--- src/rtl/gin_scatter_bus_pkg.sv ---
// Shared sizing defaults for the GIN scatter bus slice and the word/ID types built from them.
// The guards defer to any project-wide definition of these defines.
`ifndef DATA_BITS
`define DATA_BITS 16
`endif
`ifndef XID_BITS
`define XID_BITS 4
`endif
`ifndef NUMS_PE_COL
`define NUMS_PE_COL 4
`endif

package gin_scatter_bus_pkg;
  typedef logic [`XID_BITS-1:0]  xid_t;
  typedef logic [`DATA_BITS-1:0] word_t;
endpackage

--- src/rtl/gin_id_match.sv ---
// One slave's scan-loaded ID register plus its tag comparator.
module gin_id_match
  import gin_scatter_bus_pkg::*;
#(
  parameter int ID_SIZE = `XID_BITS
) (
  input  logic               clk,
  input  logic               rst,
  input  logic               set_id,
  input  logic [ID_SIZE-1:0] scan_in,
  input  logic [ID_SIZE-1:0] tag,
  output logic               match,
  output logic [ID_SIZE-1:0] scan_out
);

  logic [ID_SIZE-1:0] id;

  // NOTE: state registers use non-blocking assignments so every stage of the
  // scan chain samples its neighbour's pre-edge value and the chain shifts by one.
  always_ff @(posedge clk or negedge rst) begin
    if (!rst) begin
      id <= '0;
    end else if (set_id) begin
      id <= scan_in;
    end
  end

  assign match    = (tag == id);
  assign scan_out = id;

endmodule

--- src/rtl/gin_scatter_bus.sv ---
// Single-master multicast bus: holds one tagged word until every slave whose ID matches has taken it.
module gin_scatter_bus
  import gin_scatter_bus_pkg::*;
#(
  parameter int NUMS_SLAVE = `NUMS_PE_COL,
  parameter int ID_SIZE    = `XID_BITS,
  parameter int DATA_BITS  = `DATA_BITS
) (
  input  logic                  clk,
  input  logic                  rst,
  input  logic [ID_SIZE-1:0]    tag,
  input  logic                  master_valid,
  input  logic [DATA_BITS-1:0]  master_data,
  output logic                  master_ready,
  output logic [NUMS_SLAVE-1:0] slave_valid,
  output logic [DATA_BITS-1:0]  slave_data,
  input  logic [NUMS_SLAVE-1:0] slave_ready,
  input  logic                  set_id,
  input  logic [ID_SIZE-1:0]    ID_scan_in,
  output logic [ID_SIZE-1:0]    ID_scan_out
);

  logic                  full;
  logic [DATA_BITS-1:0]  data_q;
  logic [NUMS_SLAVE-1:0] pending;
  logic [NUMS_SLAVE-1:0] match;
  logic [ID_SIZE-1:0]    id_chain [NUMS_SLAVE+1];
  logic                  done_now;
  logic                  accept;

  assign id_chain[0] = ID_scan_in;

  for (genvar i = 0; i < NUMS_SLAVE; i++) begin : g_slave
    gin_id_match #(.ID_SIZE(ID_SIZE)) u_id_match (
      .clk     (clk),
      .rst     (rst),
      .set_id  (set_id),
      .scan_in (id_chain[i]),
      .tag     (tag),
      .match   (match[i]),
      .scan_out(id_chain[i+1])
    );
  end

  assign ID_scan_out = id_chain[NUMS_SLAVE];

  // The last outstanding slave accepting frees the buffer in the same cycle,
  // so master_ready looks straight through slave_ready for full throughput.
  assign done_now     = full && ((pending & ~slave_ready) == '0);
  assign master_ready = !full || done_now;
  assign accept       = master_valid && master_ready;

  // NOTE: data_q is a plain register, not a memory, so it is cleared on reset
  // to keep slave_data deterministic out of reset.
  always_ff @(posedge clk or negedge rst) begin
    if (!rst) begin
      full    <= 1'b0;
      data_q  <= '0;
      pending <= '0;
    end else if (accept) begin
      data_q  <= master_data;
      pending <= match;
      full    <= (match != '0);
    end else if (full) begin
      pending <= pending & ~slave_ready;
      if (done_now) begin
        full <= 1'b0;
      end
    end
  end

  assign slave_valid = full ? pending : '0;
  assign slave_data  = data_q;

endmodule

--- config.mk ---
export PLATFORM = sky130hd
export DESIGN_NAME = gin_scatter_bus
export DESIGN_NICKNAME = d
export VERILOG_FILES = /design/src/rtl/gin_scatter_bus_pkg.sv /design/src/rtl/gin_id_match.sv /design/src/rtl/gin_scatter_bus.sv
export SDC_FILE = /design/constraint.sdc
export NUM_CORES = 1
export LEC_CHECK = 0
export BUFFER_PORTS_ARGS = -buffer_cell sky130_fd_sc_hd__buf_2
export CORE_MARGIN = 5
export CORE_UTILIZATION = 50
export CTS_BUF_LIST = sky130_fd_sc_hd__clkbuf_8
export DETAILED_ROUTE_END_ITERATION = 6
export MAX_ROUTING_LAYER = met4
export PLACE_DENSITY = 0.77
export SETUP_SLACK_MARGIN = 0.05
export SLEW_MARGIN = 10
export SYNTH_ARGS = -nofsm -noshare
export SYNTH_HDL_FRONTEND = slang
export SYNTH_HIERARCHICAL = 1
export SYNTH_SLANG_ARGS = --single-unit
--- constraint.sdc ---
create_clock -name clk -period 2.65 [get_ports clk]
set_input_delay 0.53 -clock clk [delete_from_list [all_inputs] [get_ports clk]]
set_output_delay 0.53 -clock clk [all_outputs]
set_load 0.01 [all_outputs]
==> flow_metrics.tcl, run 1 <==
set metrics [dict create \
    grt_pass1_vias 1611 \
    gr-total-overflow 0 \
    htreeDepth 2 \
    min_period_over_period 0.845 \
    pwr_density_cell_nw_per_um2 652 \
    fp.dieH_um 74.1 \
    rr_endpoint "slave_data[13]" \
    antenna_found_initial 0 \
    setup_viol_count_final 0 \
    clock_latency_ns 0.29 \
    fill_cells 345 \
    top_layer "met4" \
    clk_pin_slew_worst_paths_ns 0.07 \
    routed-wl-met3_um 209 \
    p_int_mw 1.13 \
    wl_met1_um 2160 \
    hold_class "primary input to async pin" \
    num_antenna_cells 0 \
    hold_violations 0 \
    grt_usage 0.179 \
    arrival_ns 1.71 \
    swShare 0.298 \
    run_status "finished clean" \
    yosysWarnings 6 \
    viasPerCell 5.44 \
    cts_buffer_depth 2 \
    worst_pin_slew_ns 0.818 \
    drive_gt1_frac 0.340 \
    routed_wl_um 4520 \
    area_growth_pct 19.9 \
    wl_per_cell_um 15.1 \
    whs_ns 0.331 \
    finalPower_mw 1.61 \
    ys_seq_area_frac 0.451 \
    reg2reg_slack_ns 0.85 \
    synth_area_per_cell_um2 10.4 \
    cts_root_buf "clkbuf_8" \
    worstPathMaxFanout 17 \
    nNetsFinal 281 \
    power_frac_seq 0.463 \
    rsz0062_at_grt "no" \
    vias 1633 \
    setup_tns_ns 0 \
    end_kind "primary output" \
    post_cts_buffers 0 \
    grt_max_degree 39 \
    routed-wl-met2_um 2050 \
    start_util 0.514 \
    dp_hpwl_um 3130 \
    ys_ff_latch 37 \
    fp-row-count 23 \
    grt_pass1_wl_um 7300 \
    pwr-share-clk 0.313 \
    finalMaxSlewViolations 0 \
    dieWidth_um 74.1 \
    drcViolationCount 0 \
    synth_cells 198 \
    gp_congestion 0.818 \
    power_switching_mw 0.478 \
    cap_violations 0 \
    ir_worst_vdd_mv 0.323 \
    skew_ns 0.00640 \
    core_area_um2 4000 \
    final_common_cell "buf_2" \
    p_leak_nw 1.10 \
    synth_area_um2 2050 \
    layout_common_cells "buf_2 (56), dfrtp_1 (37), nand2_1 (25)" \
    critPathKind "flip-flop to primary output" \
    reg2regPathDepth 4 \
    dr.pass1.iters 4 \
    worstPathRequired_ns 2.12 \
    yosysUniqueCellTypes 18 \
    fmax_mhz 446 \
    start_kind "flip-flop" \
    p_comb_frac 0.224 \
    post-route-util 0.616 \
    regToRegStartpoint "pending[1]" \
    dieArea_um2 5490 \
    ios 57 \
    numCtsBuffers 5 \
    drt_iter0_markers 90 \
    cts_tree "yes" \
    syn_nets 230 \
    slew_headroom 0.455 \
    cts.sinks 37 \
    ant_nets 0 \
    port_buffers 56 \
    min_period_ns 2.24 \
]
[layer usage]
| layer | vias up | global-route usage |
|---|---|---|
| met5 | - | - |
| met4 | 0 | 0.0966 |
| met3 | 9 | 0.0297 |
| met2 | 39 | 0.260 |
| met1 | 780 | 0.238 |
| li1 | 805 | - |
[what timing repair did]
action	CTS	global route
endpoints found under the setup margin	0	1
hold buffers	0	0
resized for setup	0	1
[cell families after synthesis]
group | Yosys count | share of synthesized area
compound gates | 38 | 0.146
mux | 16 | 0.0877
xor+xnor | 16 | 0.0682
flops | 37 | 0.451
buf+inv | 17 | 0.0426
simple gates | 74 | 0.205
[how the worst max path moves through the flow]
| stage | startpoint | to | slack (ns) |
|---|---|---|---|
| 3_5_place_dp | slave_ready[1] | master_ready | 0.13 |
| 2_1_floorplan | slave_ready[0] | master_ready | 0.75 |
| 5_1_grt | pending[1] | master_ready | 0.31 |
| 3_3_place_gp | slave_ready[1] | master_ready | 0.14 |
| 4_1_cts | pending[1] | master_ready | 0.08 |
| 6_report | pending[1] | master_ready | 0.41 |
[registers in the layout (all words and copies together), names as in the netlist]
name	flops
full	1
g_slave.u_id_match/scan_out	16
pending	4
slave_data	16
[power groups by stage]
stage | Clock [mW] | Combinational, mW | Sequential (mW)
after CTS | 0.513 | 0.363 | 0.743
after global placement | 0 | 0.351 | 0.750
after global routing | 0.535 | 0.395 | 0.757
after floorplan | 0 | 0.226 | 0.745
final | 0.503 | 0.359 | 0.744
after detailed placement | 0 | 0.362 | 0.754
[metrics by stage]
step                cells  worst slack, ns  instance area (um^2)
finish                300            0.410                  2460
global route          300            0.309                  2460
CTS                   300           0.0785                  2460
detailed placement    292            0.128                  2340
global placement      292            0.140                  2340
floorplan             198            0.753                  2050
[cells in the mapped netlist (all sizes together)]
cell type  number  area (um^2)
dfrtp          37          926
o211ai         16          120
clkbuf         12         45.0
and2           20          125
nand3           4         20.0
nor2b           4         25.0
xor2           16          140
mux2           16          180
nand2b         17          106
o41ai          17          149
nand2          25         93.8
o41a            1         11.3
inv             1         3.75
buf             4         38.8
o21ai           4         20.0
nor4            4         50.1
[critical path, cell delays in order, from the launching register on]
cell and delay (ns):
dfrtp_1 0.36, nor2b_2 0.57, o41a_1 0.31, inv_2 0.04, buf_2 0.13
[layout make-up]
cell class | count | area [um^2] | area share
clock buffers | 6 | 82.6 | 0.0335
clock inverters | 2 | 33.8 | 0.0137
inverters | 1 | 3.75 | 0.00152
multi-input cells | 144 | 1040 | 0.424
flip-flops and latches | 37 | 926 | 0.376
well taps | 50 | 62.6 | 0.0254
repair buffers | 60 | 310 | 0.126
Power figures use the tool's default switching activity.
==> run 2, diff against run 1 <==
==> constraint.sdc (replaced) <==
create_clock -name clk -period 2.18 [get_ports clk]
set_input_delay 0.436 -clock clk [delete_from_list [all_inputs] [get_ports clk]]
set_output_delay 0.436 -clock clk [all_outputs]
set_load 0.01 [all_outputs]
==> flow_metrics.tcl, run 2 (same netlist as run 1, synthesis figures left out) <==
set metrics [dict create \
    port_buffers 56 \
    area_growth_pct 18.8 \
    num_antenna_cells 0 \
    critPathMaxStageDelay_ns 0.45 \
    numCtsBuffers 5 \
    drcViolationCount 0 \
    post_cts_resized 0 \
    cp_cell_sequence "nor2b_1 -> o41a_1 -> inv_2 -> buf_2" \
    cts_buffer_depth 2 \
    slew_headroom 0.455 \
    cts_tree "yes" \
    layout_common_cells "buf_2 (56), dfrtp_1 (37), nand2_1 (25)" \
    worstPathRequired_ns 1.74 \
    start_kind "flip-flop" \
    run_status "finished clean" \
    cts.sinks 37 \
    core_area_um2 4000 \
    cts_root_buf "clkbuf_8" \
    finalPower_mw 1.79 \
    routed_wl_um 4400 \
    start_util 0.514 \
    worstPathMaxFanout 3 \
    ios 57 \
    dieArea_um2 5490 \
    wl_per_cell_um 14.6 \
    p_leak_nw 1.09 \
    ir_worst_vdd_mv 0.534 \
    gr-total-overflow 0 \
    vias 1648 \
    fmax_mhz 533 \
    hold_class "primary input to async pin" \
    htreeDepth 2 \
    grt_pass1_vias 1525 \
    nNetsFinal 283 \
    arrival_ns 1.44 \
    regToRegStartpoint "pending[1]" \
    grt_usage 0.174 \
    dp_hpwl_um 3100 \
    min_period_over_period 0.861 \
    grt_max_degree 39 \
    final_common_cell "buf_2" \
    fp-row-count 23 \
    drt_iter0_markers 94 \
    min_period_ns 1.88 \
    dr.pass1.iters 4 \
    setup_tns_ns 0 \
    cap_violations 0 \
    viasPerCell 5.46 \
    drive_gt1_frac 0.341 \
    fp.dieH_um 74.1 \
    skew_ns 0.00568 \
    critPathKind "flip-flop to primary output" \
    grt_pass1_wl_um 7250 \
    pwr_density_cell_nw_per_um2 733 \
    ant_nets 0 \
    end_kind "primary output" \
    gp_congestion 0.825 \
    finalMaxSlewViolations 0 \
    clk_pin_slew_worst_paths_ns 0.07 \
    fill_cells 357 \
    setup_viol_count_final 0 \
    post_cts_buffers 0 \
    hold_violations 0 \
    dieWidth_um 74.1 \
    cp-startpoint "pending[1]" \
    ctsHoldBuffers 0 \
    rsz0062_at_grt "no" \
    cp_slowest_cell "o41a_1" \
    antenna_found_initial 0 \
    worst_pin_slew_ns 0.817 \
    clock_latency_ns 0.28 \
]
==> run 2: path summary, 6_finish.rpt <==
kind	endpoint	slack, ns	cells past startpoint
setup / recovery	master_ready	0.30	4
hold / removal	slave_data[8]	0.25	1
setup reg to reg	slave_data[7]	0.68	4
hold reg to reg	pending[2]	0.52	2
max in group asynchronous	pending[3]	1.42	1
min in group clk	g_slave[0].u_id_match/scan_out[0]	0.38	2
==> run 2: critical path, delay by kind of cell, from the launching register on <==
family	cells	cell delay, ns
flip-flops	1	0.38
buffers and inverters	2	0.19
AND/OR/NAND/NOR	1	0.14
AO/OA/AOI/OAI	1	0.45
==> run 2: layout make-up <==
class | count | area [um^2] | share of cell area
Sequential cell | 37 | 926 | 0.379
Clock buffer | 5 | 68.8 | 0.0282
Tap cell | 50 | 62.6 | 0.0256
Clock inverter | 3 | 13.8 | 0.00564
Inverter | 1 | 3.75 | 0.00154
Timing Repair Buffer | 62 | 325 | 0.133
Multi-Input combinational cell | 144 | 1040 | 0.426
==> run 2: per-stage QoR <==
step | util | cells | setup slack [ns] | hold WS (ns) | cell area (um^2)
2_1_floorplan | - | 198 | 0.455 | 0.140 | 2050
3_3_place_gp | 0.590 | 294 | 0.555 | 0.498 | 2360
3_5_place_dp | 0.590 | 294 | 0.539 | 0.510 | 2360
4_1_cts | 0.610 | 302 | 0.290 | 0.279 | 2440
5_1_grt | 0.610 | 302 | 0.223 | 0.315 | 2440
6_report | 0.610 | 302 | 0.302 | 0.252 | 2440
==> run 2: where the power goes <==
| group | total, mW | leakage, nW | internal (mW) | switching, mW |
|---|---|---|---|---|
| sequential | 0.885 | 0.451 | 0.793 | 0.0915 |
| combinational | 0.461 | 0.594 | 0.217 | 0.244 |
| clock | 0.442 | 0.0491 | 0.217 | 0.226 |
==> run 2: metal layers <==
metal  vias up  wire, um  track usage
li1        819         -            -
met1       782      2060        0.234
met4         0        29       0.0423
met3         2       265       0.0405
met2        45      2050        0.268
met5         -         0            -
